## src/rtl/k054000_pkg.sv

```systemverilog
// rtl/k054000_pkg.sv - register offsets, status offset and FSM state encoding
package k054000_pkg;

   // Multi-byte values are stored MSB at the lowest offset
   localparam logic [4:0] OFS_AX     = 5'h00;
   localparam logic [4:0] OFS_AY     = 5'h03;
   localparam logic [4:0] OFS_AW     = 5'h06;
   localparam logic [4:0] OFS_AH     = 5'h07;
   localparam logic [4:0] OFS_BX     = 5'h08;
   localparam logic [4:0] OFS_BY     = 5'h0B;
   localparam logic [4:0] OFS_BW     = 5'h0E;
   localparam logic [4:0] OFS_BH     = 5'h0F;
   localparam logic [4:0] OFS_DX     = 5'h10;
   localparam logic [4:0] OFS_DY     = 5'h11;
   localparam logic [4:0] OFS_LAST   = 5'h11;
   localparam logic [4:0] OFS_STATUS = 5'h18;

   typedef enum logic [1:0] {
      ST_IDLE   = 2'd0,
      ST_EVAL_X = 2'd1,
      ST_EVAL_Y = 2'd2
   } state_t;

endpackage

```

## src/rtl/k054000_seq_if.sv

```systemverilog
// rtl/k054000_seq_if.sv - host register bus between CPU side and the collision sequencer
interface k054000_seq_if;
   logic       nCS;
   logic       nWR;
   logic       nRD;
   logic [4:0] ADDR;
   logic [7:0] DIN;
   logic [7:0] DOUT;

   modport master (output nCS, nWR, nRD, ADDR, DIN, input DOUT);
   modport slave  (input nCS, nWR, nRD, ADDR, DIN, output DOUT);
endinterface

```

## src/rtl/k054000_unit.sv

```systemverilog
// rtl/k054000_unit.sv - single-axis box separation comparator
module k054000_unit (
   input  logic [23:0] i_pos_a,
   input  logic [23:0] i_pos_b,
   input  logic [7:0]  i_size_a,
   input  logic [7:0]  i_size_b,
   input  logic [7:0]  i_delta,
   output logic        o_apart
);

   logic [23:0] w_diff;
   logic [23:0] w_mag;
   logic [8:0]  w_sum;

   // Signed distance wraps modulo 2^24; magnitude is taken on the wrapped value
   assign w_diff  = i_pos_a + {{16{i_delta[7]}}, i_delta} - i_pos_b;
   assign w_mag   = w_diff[23] ? (24'd0 - w_diff) : w_diff;
   assign w_sum   = {1'b0, i_size_a} + {1'b0, i_size_b};
   // Far out of range, or not closer than the combined extent
   assign o_apart = (w_mag > 24'h0001FF) || (w_mag[8:0] >= w_sum);

endmodule

```

## src/rtl/k054000_seq.sv

```systemverilog
// rtl/k054000_seq.sv - register file, evaluation FSM and status read for the collision checker
module k054000_seq
   import k054000_pkg::*;
(
   input  logic                CLK,
   input  logic                nRES,
   k054000_seq_if.slave        bus,
   output logic                BUSY,
   output logic                HIT
);

   logic [23:0] r_ax, r_ay, r_bx, r_by;
   logic [7:0]  r_aw, r_ah, r_bw, r_bh, r_dx, r_dy;
   logic        r_wr_act;
   logic        r_x_apart;
   logic        r_hit;
   state_t      r_state;
   state_t      w_state_nxt;

   logic        w_wr_act;
   logic        w_wr_acc;
   logic        w_start;
   logic [23:0] w_pos_a, w_pos_b;
   logic [7:0]  w_size_a, w_size_b, w_delta;
   logic        w_apart;

   assign w_wr_act = ~bus.nCS & ~bus.nWR;
   assign w_wr_acc = w_wr_act & ~r_wr_act;
   assign w_start  = w_wr_acc && (bus.ADDR <= OFS_LAST);

   // Strobe history so a held write is taken only once
   always_ff @(posedge CLK or negedge nRES) begin
      if (!nRES) r_wr_act <= 1'b0;
      else       r_wr_act <= w_wr_act;
   end

   // Write-only register file
   always_ff @(posedge CLK or negedge nRES) begin
      if (!nRES) begin
         r_ax <= '0; r_ay <= '0; r_bx <= '0; r_by <= '0;
         r_aw <= '0; r_ah <= '0; r_bw <= '0; r_bh <= '0;
         r_dx <= '0; r_dy <= '0;
      end else if (w_wr_acc) begin
         case (bus.ADDR)
            OFS_AX:         r_ax[23:16] <= bus.DIN;
            OFS_AX + 5'd1:  r_ax[15:8]  <= bus.DIN;
            OFS_AX + 5'd2:  r_ax[7:0]   <= bus.DIN;
            OFS_AY:         r_ay[23:16] <= bus.DIN;
            OFS_AY + 5'd1:  r_ay[15:8]  <= bus.DIN;
            OFS_AY + 5'd2:  r_ay[7:0]   <= bus.DIN;
            OFS_AW:         r_aw        <= bus.DIN;
            OFS_AH:         r_ah        <= bus.DIN;
            OFS_BX:         r_bx[23:16] <= bus.DIN;
            OFS_BX + 5'd1:  r_bx[15:8]  <= bus.DIN;
            OFS_BX + 5'd2:  r_bx[7:0]   <= bus.DIN;
            OFS_BY:         r_by[23:16] <= bus.DIN;
            OFS_BY + 5'd1:  r_by[15:8]  <= bus.DIN;
            OFS_BY + 5'd2:  r_by[7:0]   <= bus.DIN;
            OFS_BW:         r_bw        <= bus.DIN;
            OFS_BH:         r_bh        <= bus.DIN;
            OFS_DX:         r_dx        <= bus.DIN;
            OFS_DY:         r_dy        <= bus.DIN;
            default:        ;
         endcase
      end
   end

   // FSM state register
   always_ff @(posedge CLK or negedge nRES) begin
      if (!nRES) r_state <= ST_IDLE;
      else       r_state <= w_state_nxt;
   end

   // Next state: any mapped write restarts the evaluation from the X axis
   always_comb begin
      w_state_nxt = r_state;
      if (w_start) begin
         w_state_nxt = ST_EVAL_X;
      end else begin
         case (r_state)
            ST_IDLE:   w_state_nxt = ST_IDLE;
            ST_EVAL_X: w_state_nxt = ST_EVAL_Y;
            ST_EVAL_Y: w_state_nxt = ST_IDLE;
            default:   w_state_nxt = ST_IDLE;
         endcase
      end
   end

   // Operand mux feeding the shared comparator
   always_comb begin
      w_pos_a  = r_ax;
      w_pos_b  = r_bx;
      w_size_a = r_aw;
      w_size_b = r_bw;
      w_delta  = r_dx;
      if (r_state == ST_EVAL_Y) begin
         w_pos_a  = r_ay;
         w_pos_b  = r_by;
         w_size_a = r_ah;
         w_size_b = r_bh;
         w_delta  = r_dy;
      end
   end

   k054000_unit u_unit (
      .i_pos_a  (w_pos_a),
      .i_pos_b  (w_pos_b),
      .i_size_a (w_size_a),
      .i_size_b (w_size_b),
      .i_delta  (w_delta),
      .o_apart  (w_apart)
   );

   // Result capture; an aborting write suppresses both latches so HIT keeps its old value
   always_ff @(posedge CLK or negedge nRES) begin
      if (!nRES) begin
         r_x_apart <= 1'b1;
         r_hit     <= 1'b0;
      end else if (!w_start) begin
         if (r_state == ST_EVAL_X) r_x_apart <= w_apart;
         if (r_state == ST_EVAL_Y) r_hit     <= ~(r_x_apart | w_apart);
      end
   end

   assign BUSY     = (r_state != ST_IDLE);
   assign HIT      = r_hit;
   assign bus.DOUT = (!bus.nCS && !bus.nRD && bus.ADDR == OFS_STATUS) ?
                     {BUSY, 6'b0, ~r_hit} : 8'h00;

endmodule

```

## src/flat_wrapper.sv

```systemverilog
// flat-port wrapper written by rule: the top's interface ports become plain ports
module k054000_seq_flat import k054000_pkg::*;
  (CLK, nRES, BUSY, HIT, bus_nCS, bus_nWR, bus_nRD, bus_ADDR, bus_DIN, bus_DOUT);
  k054000_seq_if bus_i ();
  input  logic CLK;
  input  logic nRES;
  output logic BUSY;
  output logic HIT;
  input wire logic [$bits(bus_i.nCS)-1:0] bus_nCS;
  input wire logic [$bits(bus_i.nWR)-1:0] bus_nWR;
  input wire logic [$bits(bus_i.nRD)-1:0] bus_nRD;
  input wire logic [$bits(bus_i.ADDR)-1:0] bus_ADDR;
  input wire logic [$bits(bus_i.DIN)-1:0] bus_DIN;
  output wire logic [$bits(bus_i.DOUT)-1:0] bus_DOUT;
  assign bus_i.nCS = bus_nCS;
  assign bus_i.nWR = bus_nWR;
  assign bus_i.nRD = bus_nRD;
  assign bus_i.ADDR = bus_ADDR;
  assign bus_i.DIN = bus_DIN;
  assign bus_DOUT = bus_i.DOUT;
  k054000_seq u_core (.CLK(CLK), .nRES(nRES), .bus(bus_i), .BUSY(BUSY), .HIT(HIT));
endmodule
```

## config.mk

```make
export PLATFORM = sky130hd
export DESIGN_NAME = k054000_seq_flat
export DESIGN_NICKNAME = d
export VERILOG_FILES = /design/src/rtl/k054000_pkg.sv /design/src/rtl/k054000_seq_if.sv /design/src/rtl/k054000_unit.sv /design/src/rtl/k054000_seq.sv /design/src/flat_wrapper.sv
export SDC_FILE = /design/constraint.sdc
export NUM_CORES = 1
export LEC_CHECK = 0
export CORE_ASPECT_RATIO = 0.8
export CORE_MARGIN = 4
export CORE_UTILIZATION = 43
export CTS_CLUSTER_SIZE = 28
export DETAILED_ROUTE_END_ITERATION = 8
export PLACE_DENSITY = 0.56
export SYNTH_ARGS = -nofsm -noshare
export SYNTH_HDL_FRONTEND = slang
export SYNTH_SLANG_ARGS = --single-unit
export TNS_END_PERCENT = 1
```

## constraint.sdc

```tcl
create_clock -name CLK -period 13.95 [get_ports CLK]
set_clock_uncertainty 0.05 [all_clocks]
set_input_delay 4.185 -clock CLK [delete_from_list [all_inputs] [get_ports CLK]]
set_output_delay 4.185 -clock CLK [all_outputs]
set_load 0.01 [all_outputs]
```

==> summary.md, run 1 <==
| Metric | Value |
|---|---|
| Status | finished clean |
| Drt via density | 5.37 |
| Compound-gate portion of the synthesized area | 0.0966 |
| Yosys warnings | 0 |
| Initial antenna violation count | 0 |
| Critical Path Start | bus_ADDR[1] |
| Starting density of the core | 0.445 |
| First-pass GRT wire length | 36.7 mm |
| Hold Violations, Final | 0 |
| Top-area cell type share of the netlist area | 0.380 |
| FF+latch count, synth | 149 |
| Pins Over Slew Limit | 0 |
| Largest net degree at the start of global routing | 98 |
| Die footprint | 25200 sq um |
| Reg2reg path depth | 26 |
| Final HPWL DP | 16.0 mm |
| Largest area contributor in the netlist | dfrtp_1 |
| Critical Path AT | 6.00 ns |
| Clock Tree Buf Depth | 2 |
| R2R Path Start | u_core.r_state[1]$_DFF_PN0_ |
| Ant diodes | 0 |
| Cells after Synth | 877 |
| Number of library cell types mapped by synthesis | 78 |
| Final #Nets | 970 |
| I/O Pins | 28 |
| Post-synthesis cell area | 9750 sq um |
| Via count | 6437 |
| Post-synth top cells | mux2_2 (184), dfrtp_1 (148), inv_1 (60), nand2_1 (47) |
| Worst-path fanout max | 7 |
| Final worst path period need | 10.24 ns |
| GRT overflow | 0 |
| CTS tree | yes |
| Crit end category | output port |
| Mux contribution to synthesized area | 0.252 |
| Port buffer count | 21 |
| Placed cell area | 10200 sq um |
| Die X | 176 microns |
| Post-layout util | 0.491 |
| Area contributors post-synth | dfrtp_1 (38%), mux2_2 (21%), ha_1 (5.4%) |
| Initial drt markers | 350 |
| Simple-Gate Fraction of Synth Area | 0.0901 |
| Finished Cell Area | 10800 sq um |
| EDFF count, synth | 0 |
| Clock Latency Late Sink | 0.44 ns |
| PD cells | 188 nW/um^2 |
| GR Util All Layers | 0.187 |
| RSZ-0062 raised after global routing | no |
| CP Data Required Time | 9.72 ns |
| Maximum capacitance violations | 0 |
| Most used DFF post-synth | dfrtp_1 |
| Drt wl/cell | 18.4 microns |
| Post-CTS setup buffer count | 0 |
| Leak | 5.25 nW |
| Area growth syn-to-layout | 10.3% |
| DRT antenna net count | 0 |
| 1st-pass router iterations | 4 |
| Root Driver | clkbuf_16 |
| Crit start category | primary input |
| Normalized max-slew margin | 0.266 |
| Hold-fix buffers at CTS | 0 |
| Die Ht | 143 microns |
| R2R Setup Slk | 6.76 ns |
| Drt drc | 0 |
| H-tree depth | 4 |
| Hold_ws | 0.451 ns |
| Cts repair resizes | 0 |
| Share of layout cells above drive strength 1 | 0.277 |
| Seq/Total Area, Yosys | 0.382 |
| Peak supply drop | 105 uV |
| # rows | 48 |
| Syn Area/Cell | 11.1 sq um |
| Clk sinks | 149 |
| FMAX | 97.7 MHz |
| R2R Path End | u_core.r_x_apart$_DFFE_PN1P_ |
| Crit path capture | bus_DOUT[7] |
| Worst-path clk slew | 0.07 ns |
| Crit path kind | in -> out |
| Fin crit share | 0.734 |
| Worst-Margin Slew | 1.10 ns |
| Worst hold path type | reg -> reg |
| Setup tns final | 0 ns |
| Largest family of logic cells by synthesized area | multiplexers |
| Fraction of synthesis flops using an asynchronous set or reset pin | 1.00 |
| Number of buffers created by CTS | 17 |
| Area share of fa/ha/maj cells after synthesis | 0.103 |
| Post-synthesis xor/xnor area fraction | 0.0286 |
| Core ar. | 21900 sq um |
| Top-count cell post-synth | mux2_2 |
| Final setup violation count | 0 |
| Post-Route WL | 22.1 mm |
| Routability-driven placement congestion ratio | 0.814 |
| Vias in the first global route | 6622 |
==> critical path: stages <==
cell and delay [ns]:
clkdlybuf4s50_1 0.51, nor2_1 0.33, nand3_1 0.23, nor2b_1 0.15, clkdlybuf4s50_1 0.60
==> state kept, by name (all words and copies together) (netlist names) <==
signal            flops
u_core.r_dx           8
u_core.r_bx          24
u_core.r_state        2
u_core.r_dy           8
u_core.r_aw           8
u_core.r_ah           8
u_core.HIT            1
u_core.r_ay          24
u_core.r_bw           8
u_core.r_x_apart      1
u_core.r_by          24
u_core.r_wr_act       1
u_core.r_bh           8
u_core.r_ax          24
==> cell type report <==
cell class,count,area [sq um]
clock buffer,18,429
timing repair buffer,27,256
multi-input combinational,631,5610
tap,300,375
inverter,60,225
fill,1991,11200
clock inverter,14,135
sequential,149,3730
==> cell families after synthesis <==
logic type               after synthesis
multiplexers                         222
AND/OR/NAND/NOR                      169
flip-flops                           149
AO/OA/AOI/OAI                        137
buffers and inverters                102
adder cells (fa/ha/maj)               66
XOR/XNOR                              31
other                                  1
==> worst min path at each step <==
| stage | start | cells after the start | end |
|---|---|---|---|
| 2_1_floorplan | u_core.r_state[1]$_DFF_PN0_ | 1 | u_core.r_state[1]$_DFF_PN0_ |
| 3_3_place_gp | u_core.r_bx[13]$_DFFE_PN0P_ | 1 | u_core.r_bx[13]$_DFFE_PN0P_ |
| 3_5_place_dp | u_core.r_aw[5]$_DFFE_PN0P_ | 1 | u_core.r_aw[5]$_DFFE_PN0P_ |
| 4_1_cts | u_core.r_bx[13]$_DFFE_PN0P_ | 1 | u_core.r_bx[13]$_DFFE_PN0P_ |
| 5_1_grt | u_core.r_aw[7]$_DFFE_PN0P_ | 1 | u_core.r_aw[7]$_DFFE_PN0P_ |
| 6_report | u_core.r_bx[3]$_DFFE_PN0P_ | 1 | u_core.r_bx[3]$_DFFE_PN0P_ |
==> metrics by stage <==
stage,instances,worst slack (ns),power [mW]
CTS,1199,3.69,2.04
finish,1199,3.71,2.02
floorplan,882,4.85,1.37
global placement,1167,3.71,1.58
global route,1199,3.55,2.21
detailed placement,1167,3.70,1.58
==> routing by layer <==
layer  vias up  GRT usage  wire, microns
li1       3132          -              -
met2        88      0.278           9540
met3        19     0.0328           1020
met5         -          0              0
met1      3198      0.286          11300
met4         0     0.0444            241
==> report_power, final <==
| group | switching (mW) | internal (mW) | total (mW) |
|---|---|---|---|
| clock | 0.207 | 0.236 | 0.442 |
| sequential | 0.0226 | 0.480 | 0.502 |
| combinational | 0.624 | 0.454 | 1.08 |
| total | 0.853 | 1.17 | 2.02 |
==> cells in the final DEF (no fill, tap or decap), drive strengths merged, types with 6 or more instances in the layout <==
| cell | instances |
|---|---|
| o211ai | 6 |
| nor3 | 14 |
| nor2b | 9 |
| and2 | 6 |
| dfrtp | 148 |
| xor2 | 9 |
| a21o | 8 |
| mux2 | 185 |
| o21a | 8 |
| fa | 24 |
| inv | 67 |
| nand3 | 14 |
| o21ai | 29 |
| buf | 7 |
| a21oi | 45 |
| mux2i | 37 |
| nand2 | 47 |
| clkbuf | 18 |
| clkdlybuf4s50 | 20 |
| ha | 42 |
| nand4 | 6 |
| xnor2 | 22 |
| conb | 6 |
| nor2 | 37 |
No activity file was read; power rests on OpenSTA's default activity.
==> run 2, diff against run 1 <==
--- a/config.mk
+++ b/config.mk
@@ -10,7 +10,7 @@
 export CORE_UTILIZATION = 43
 export CTS_CLUSTER_SIZE = 28
 export DETAILED_ROUTE_END_ITERATION = 8
-export PLACE_DENSITY = 0.56
+export PLACE_DENSITY = 0.58
 export SYNTH_ARGS = -nofsm -noshare
 export SYNTH_HDL_FRONTEND = slang
 export SYNTH_SLANG_ARGS = --single-unit
==> constraint.sdc (replaced) <==
create_clock -name CLK -period 8.43 [get_ports CLK]
set_clock_uncertainty 0.05 [all_clocks]
set_input_delay 2.529 -clock CLK [delete_from_list [all_inputs] [get_ports CLK]]
set_output_delay 2.529 -clock CLK [all_outputs]
set_load 0.01 [all_outputs]
==> run 2 against run 1 <==
Net effect:
- global-route usage is 0.69 points higher
- clock-buffer cell count rose by 1
- worst hold slack worse by 0.0025 ns
- cell count unchanged
- wire length grew 4.8%
- power is 66% higher
- via count grew 2.2%
- clock power increased by 64%
- non-clock buffer count increased by 2
- first-iteration DRC count increased by 20%
- critical endpoint is now u_core.r_x_apart$_DFFE_PN1P_
- critical path depth up 20
==> summary.md, run 2 (synthesis results as in run 1) <==
| Metric | Value |
|---|---|
| Vias in the first global route | 6516 |
| Placed cell area | 10200 sq um |
| Worst-path clk slew | 0.06 ns |
| RSZ-0062 raised after global routing | no |
| Clock Latency Late Sink | 0.43 ns |
| Post-CTS setup buffer count | 0 |
| Int Power | 1.95 mW |
| Worst-path fanout max | 33 |
| Root Driver | clkbuf_16 |
| Normalized max-slew margin | 0.293 |
| Fin crit share | 0.853 |
| Post-Route WL | 23.2 mm |
| FMAX | 139 MHz |
| Area growth syn-to-layout | 10.3% |
| Net Sw Frac | 0.418 |
| Flop pwr share | 0.249 |
| Drt drc | 0 |
| Hold_sp | u_core.r_bx[6]$_DFFE_PN0P_ |
| Maximum capacitance violations | 0 |
| Final #Nets | 972 |
| Port buffer count | 21 |
| Clk sinks | 149 |
| DRT antenna net count | 0 |
| Drt via density | 5.49 |
| Die Ht | 143 microns |
| CP Data Required Time | 8.73 ns |
| Core ar. | 21900 sq um |
| I/O Pins | 28 |
| R2R Path End | u_core.r_x_apart$_DFFE_PN1P_ |
| Tot Pwr | 3.36 mW |
| Setup tns final | 0 ns |
| Leak | 5.26 nW |
| Initial drt markers | 420 |
| Worst hold path type | reg -> reg |
| Largest net degree at the start of global routing | 77 |
| First-pass GRT wire length | 38.0 mm |
| Peak supply drop | 145 uV |
| Starting density of the core | 0.445 |
| Critical Path Start | u_core.r_state[1]$_DFF_PN0_ |
| Reported net switching power | 1.40 mW |
| # rows | 48 |
| Routability-driven placement congestion ratio | 0.919 |
| R2R Setup Slk | 1.24 ns |
| Clock Tree Buf Depth | 2 |
| GR Util All Layers | 0.194 |
| Drt wl/cell | 19.3 microns |
| Hold_ws | 0.449 ns |
| H-tree depth | 4 |
| Share of layout cells above drive strength 1 | 0.277 |
| R2R Path Start | u_core.r_state[1]$_DFF_PN0_ |
| Worst-Margin Slew | 1.06 ns |
| 1st-pass router iterations | 6 |
| Reg2reg path depth | 25 |
| Crit path capture | u_core.r_x_apart$_DFFE_PN1P_ |
| GRT overflow | 0 |
| Most frequent cells in the layout | mux2_2 (184), dfrtp_1 (148), inv_1 (60) |
| Crit path kind | reg -> reg |
| Hold-fix buffers at CTS | 0 |
| Die X | 176 microns |
| Final setup violation count | 0 |
| Finished Cell Area | 10800 sq um |
| Hold Violations, Final | 0 |
| Commonest non-fill, non-tap cell in the layout | mux2_2 |
| PD cells | 312 nW/um^2 |
| Critical Path AT | 7.49 ns |
| Final worst path period need | 7.19 ns |
| Ant diodes | 0 |
| Status | finished clean |
| Number of buffers created by CTS | 17 |
| # fillers | 2016 |
| Cts repair resizes | 0 |
| Initial antenna violation count | 0 |
| Crit start category | register |
| Final HPWL DP | 16.5 mm |
| Crit end category | register |
| Die footprint | 25200 sq um |
| Combinational Power Share | 0.536 |
| Pins Over Slew Limit | 0 |
| Clock power share | 0.216 |
| Via count | 6577 |
| CTS tree | yes |
-- run 2: cell count changes in the layout (fill, tap and decap cells not counted), sizes merged --
cell,before,now
bufinv,0,1
clkbuf,18,19
clkinv,5,7
clkinvlp,2,1
inv,67,62
buf,7,9
-- run 2: layout make-up --
class                      instances  area [sq um]  share of cell area
multi-input combinational        631          5610               0.521
sequential                       149          3730               0.347
clock buffer                      19           443              0.0412
tap                              300           375              0.0349
timing repair buffer              29           272              0.0252
inverter                          60           225              0.0209
clock inverter                    11           105             0.00977
-- run 2: power by group through the flow --
| stage | combinational (mW) | clock [mW] | sequential (mW) |
|---|---|---|---|
| global placement | 1.78 | 0 | 0.845 |
| finish | 1.80 | 0.724 | 0.834 |
| detailed placement | 1.78 | 0 | 0.847 |
| floorplan | 1.44 | 0 | 0.833 |
| CTS | 1.79 | 0.744 | 0.833 |
| global route | 2.03 | 0.776 | 0.843 |
-- run 2: critical path: stages (launching register included) --
cell and delay, ns:
dfrtp_1 0.42, nand2b_4 0.29, buf_4 0.54, mux2_2 0.43
fa_1 0.51, inv_1 0.05, ha_1 0.40, a21oi_1 0.31
o21ai_0 0.15, a41oi_1 0.30, a31oi_1 0.15, xor2_1 0.79
inv_1 0.27, nor2_1 0.20, xnor2_1 0.09, ha_1 0.19
a21o_1 0.17, a21oi_1 0.12, o21ai_0 0.10, a21o_2 0.22
a21oi_1 0.13, o221ai_1 0.11, or3_1 0.37, nor4_1 0.28
nand3_1 0.15, mux2_4 0.28
-- run 2: worst min-delay path by stage --
stage / to / slack [ns] / cells past startpoint
after floorplan: u_core.r_state[1]$_DFF_PN0_ / 0.40 / 1
after global placement: u_core.r_bx[6]$_DFFE_PN0P_ / 0.43 / 1
after detailed placement: u_core.r_bx[14]$_DFFE_PN0P_ / 0.44 / 1
after CTS: u_core.r_bx[8]$_DFFE_PN0P_ / 0.45 / 1
after global routing: u_core.r_bw[6]$_DFFE_PN0P_ / 0.46 / 1
final: u_core.r_bx[6]$_DFFE_PN0P_ / 0.45 / 1
-- run 2: metrics by stage --
| stage | setup slack, ns | instances | utilization |
|---|---|---|---|
| after floorplan | 2.02 | 882 | - |
| after global placement | 1.43 | 1169 | 0.466 |
| final | 1.24 | 1199 | 0.491 |
| after CTS | 1.26 | 1199 | 0.491 |
| after global routing | 0.599 | 1199 | 0.491 |
| after detailed placement | 1.27 | 1169 | 0.466 |
-- run 2: per-layer routing --
layer,up-vias,routed length (microns),GRT usage
li1,3128,-,-
met1,3349,12800,0.310
met2,82,9430,0.270
met3,18,719,0.0373
met4,0,236,0.0435
met5,-,0,0
==> run 3, diff against run 2 <==
--- a/config.mk
+++ b/config.mk
@@ -5,6 +5,7 @@
 export SDC_FILE = /design/constraint.sdc
 export NUM_CORES = 1
 export LEC_CHECK = 0
+export ABC_AREA = 1
 export CORE_ASPECT_RATIO = 0.8
 export CORE_MARGIN = 4
 export CORE_UTILIZATION = 43
==> run 3 against run 2 <==
Net effect:
- wire length is 16% higher
- synthesized area is 3.4% higher
- maximum frequency is 2.6% lower
- via count is 33% higher
- sequential cell count stayed put
- clock-buffer cell count is 1 higher
- core utilization is 0.14 points lower
- synthesized cell count is 61% higher
- clock power is 13% higher
- critical path type is now in -> out
- largest cell class unchanged
==> summary.md, run 3 <==
| Metric | Value |
|---|---|
| Combinational Power Share | 0.511 |
| FF+latch count, synth | 149 |
| 1st-pass router iterations | 6 |
| # fillers | 2315 |
| GRT busiest layer | met2 |
| Initial antenna violation count | 0 |
| Clock Latency Late Sink | 0.44 ns |
| Syn Area/Cell | 7.13 sq um |
| Maximum capacitance violations | 0 |
| Critical Path AT | 4.80 ns |
| Pins Over Slew Limit | 0 |
| Drt drc | 0 |
| Initial drt markers | 742 |
| Clock Tree Buf Depth | 2 |
| H-tree depth | 4 |
| Worst-path clk slew | 0.07 ns |
| Setup tns final | 0 ns |
| First-pass GRT wire length | 44.2 mm |
| Fin crit share | 0.876 |
| Storage element area | 3730 sq um |
| Routability-driven placement congestion ratio | 0.918 |
| Vias in the first global route | 8166 |
| Worst-path fanout max | 7 |
| CTS tree | yes |
| Net Sw Frac | 0.447 |
| Crit start category | primary input |
| Fraction of synthesis flops using an asynchronous set or reset pin | 1.00 |
| FMAX | 135 MHz |
| # rows | 49 |
| Final worst path period need | 7.38 ns |
| Int Power | 1.87 mW |
| Post-CTS setup buffer count | 0 |
| Number of buffers created by CTS | 17 |
| Cells after Synth | 1413 |
| Largest area contributor in the netlist | dfrtp_1 |
| Drt wl/cell | 15.6 microns |
| I/O Pins | 28 |
| Met3 usage | 0.0419 |
| Largest net degree at the start of global routing | 84 |
| Starting density of the core | 0.443 |
| Die footprint | 26000 sq um |
| Seq/Total Area, Yosys | 0.370 |
| Hold-fix buffers at CTS | 0 |
| Post-Route WL | 27.0 mm |
| Finished Cell Area | 11100 sq um |
| Clk sinks | 149 |
| Final HPWL DP | 19.5 mm |
| Normalized max-slew margin | 0.227 |
| Commonest non-fill, non-tap cell in the layout | nand2_1 |
| Number of library cell types mapped by synthesis | 42 |
| Clock power share | 0.242 |
| RSZ-0062 raised after global routing | no |
| Post-synth top cells | nand2_1 (537), inv_1 (175), o21ai_0 (163), dfrtp_1 (148), nand3_1 (69) |
| Crit path kind | in -> out |
| Area growth syn-to-layout | 10.4% |
| Area occupied by multi-input gates | 5460 sq um |
| Hold Violations, Final | 0 |
| Share of layout cells above drive strength 1 | 0.0589 |
| Ant diodes | 0 |
| Most used DFF post-synth | dfrtp_1 |
| Area contributors post-synth | dfrtp_1 (37%), nand2_1 (20%), o21ai_0 (8.1%) |
| GRT overflow | 0 |
| Cts repair resizes | 0 |
| Crit end category | output port |
| Reported net switching power | 1.51 mW |
| Tot Pwr | 3.39 mW |
| Hold_ws | 0.431 ns |
| Drt via density | 5.05 |
| Status | finished clean |
| Root Driver | clkbuf_16 |
| Final setup violation count | 0 |
| Core ar. | 22700 sq um |
| Flop pwr share | 0.248 |
| Die Ht | 145 microns |
| Top-count cell post-synth | nand2_1 |
| Port buffer count | 21 |
| Worst hold path type | reg -> reg |
| Die X | 179 microns |
| Yosys warnings | 0 |
| Final #Nets | 1497 |
| GR Util All Layers | 0.215 |
| Leak | 5.95 nW |
| PD cells | 304 nW/um^2 |
| Peak supply drop | 170 uV |
| Via count | 8746 |
| CP Data Required Time | 5.85 ns |
| DRT antenna net count | 0 |
| Most frequent cells in the layout | nand2_1 (537), inv_1 (174), o21ai_0 (163) |
| Placed cell area | 10500 sq um |
| Post-synthesis cell area | 10100 sq um |
| Met1 GRT Util | 0.325 |
| Top-area cell type share of the netlist area | 0.367 |
| Worst-Margin Slew | 1.15 ns |
| GR Util met2 | 0.325 |
| EDFF count, synth | 0 |
==> run 3: final timing paths <==
| check | cells after the start | to | from | slack (ns) |
|---|---|---|---|---|
| worst max-delay path | 7 | bus_DOUT[7] | bus_ADDR[3] | 1.05 |
| worst min-delay path | 2 | u_core.r_dx[3]$_DFFE_PN0P_ | u_core.r_dx[3]$_DFFE_PN0P_ | 0.43 |
| worst max register to register | 36 | u_core.r_x_apart$_DFFE_PN1P_ | u_core.r_state[1]$_DFF_PN0_ | 1.83 |
| worst min register to register | 2 | u_core.r_dx[3]$_DFFE_PN0P_ | u_core.r_dx[3]$_DFFE_PN0P_ | 0.43 |
| max in group asynchronous | 2 | u_core.r_ay[10]$_DFFE_PN0P_ | nRES | 4.84 |
| min in group asynchronous | 1 | u_core.r_bx[18]$_DFFE_PN0P_ | nRES | 2.10 |
==> run 3: cells by family (layout without fill, tap and decap cells) <==
family          count (synthesis)  in the layout  share of synthesized area
mux                            19             19                     0.0189
buf+inv                       232            240                     0.0913
flops                         149            149                      0.370
fa+ha+maj                      66             66                     0.0998
xor+xnor                       17             17                     0.0148
other cells                     1              6                   0.000372
compound gates                204            204                      0.104
simple gates                  725            725                      0.301
==> run 3: cell type report <==
| cell class | instances | share of cell area |
|---|---|---|
| inverters | 183 | 0.0617 |
| clock buffers | 20 | 0.0419 |
| well taps | 306 | 0.0344 |
| multi-input cells | 1037 | 0.490 |
| flip-flops and latches | 149 | 0.335 |
| repair buffers | 25 | 0.0217 |
| clock inverters | 12 | 0.0148 |
==> run 3: worst max-delay path: stages <==
cell and delay, ns:
clkdlybuf4s50_1 0.58, inv_1 0.06, nor2_1 0.25, nand2_1 0.11, or4_1 0.55, a21oi_1 0.17
clkdlybuf4s50_1 0.55
==> run 3: routing by layer <==
metal	wire [microns]	share of wire
met2	11800	0.44
met1	13400	0.50
met5	0	0
met4	250	0.0093
met3	1540	0.057
==> run 3: stage by stage <==
stage                     setup slack [ns]  instances   util
after floorplan                       2.42       1418      -
after global placement                1.04       1700  0.461
after detailed placement              1.04       1700  0.461
after CTS                             1.03       1732  0.489
after global routing                 0.920       1732  0.489
final                                 1.05       1732  0.489
==> run 3: power by group through the flow <==
stage	Clock [mW]	Combinational, mW	Sequential (mW)
2_1_floorplan	0	1.34	0.840
3_3_place_gp	0	1.69	0.849
3_5_place_dp	0	1.72	0.850
4_1_cts	0.832	1.73	0.838
5_1_grt	0.869	2.00	0.849
6_report	0.818	1.73	0.839
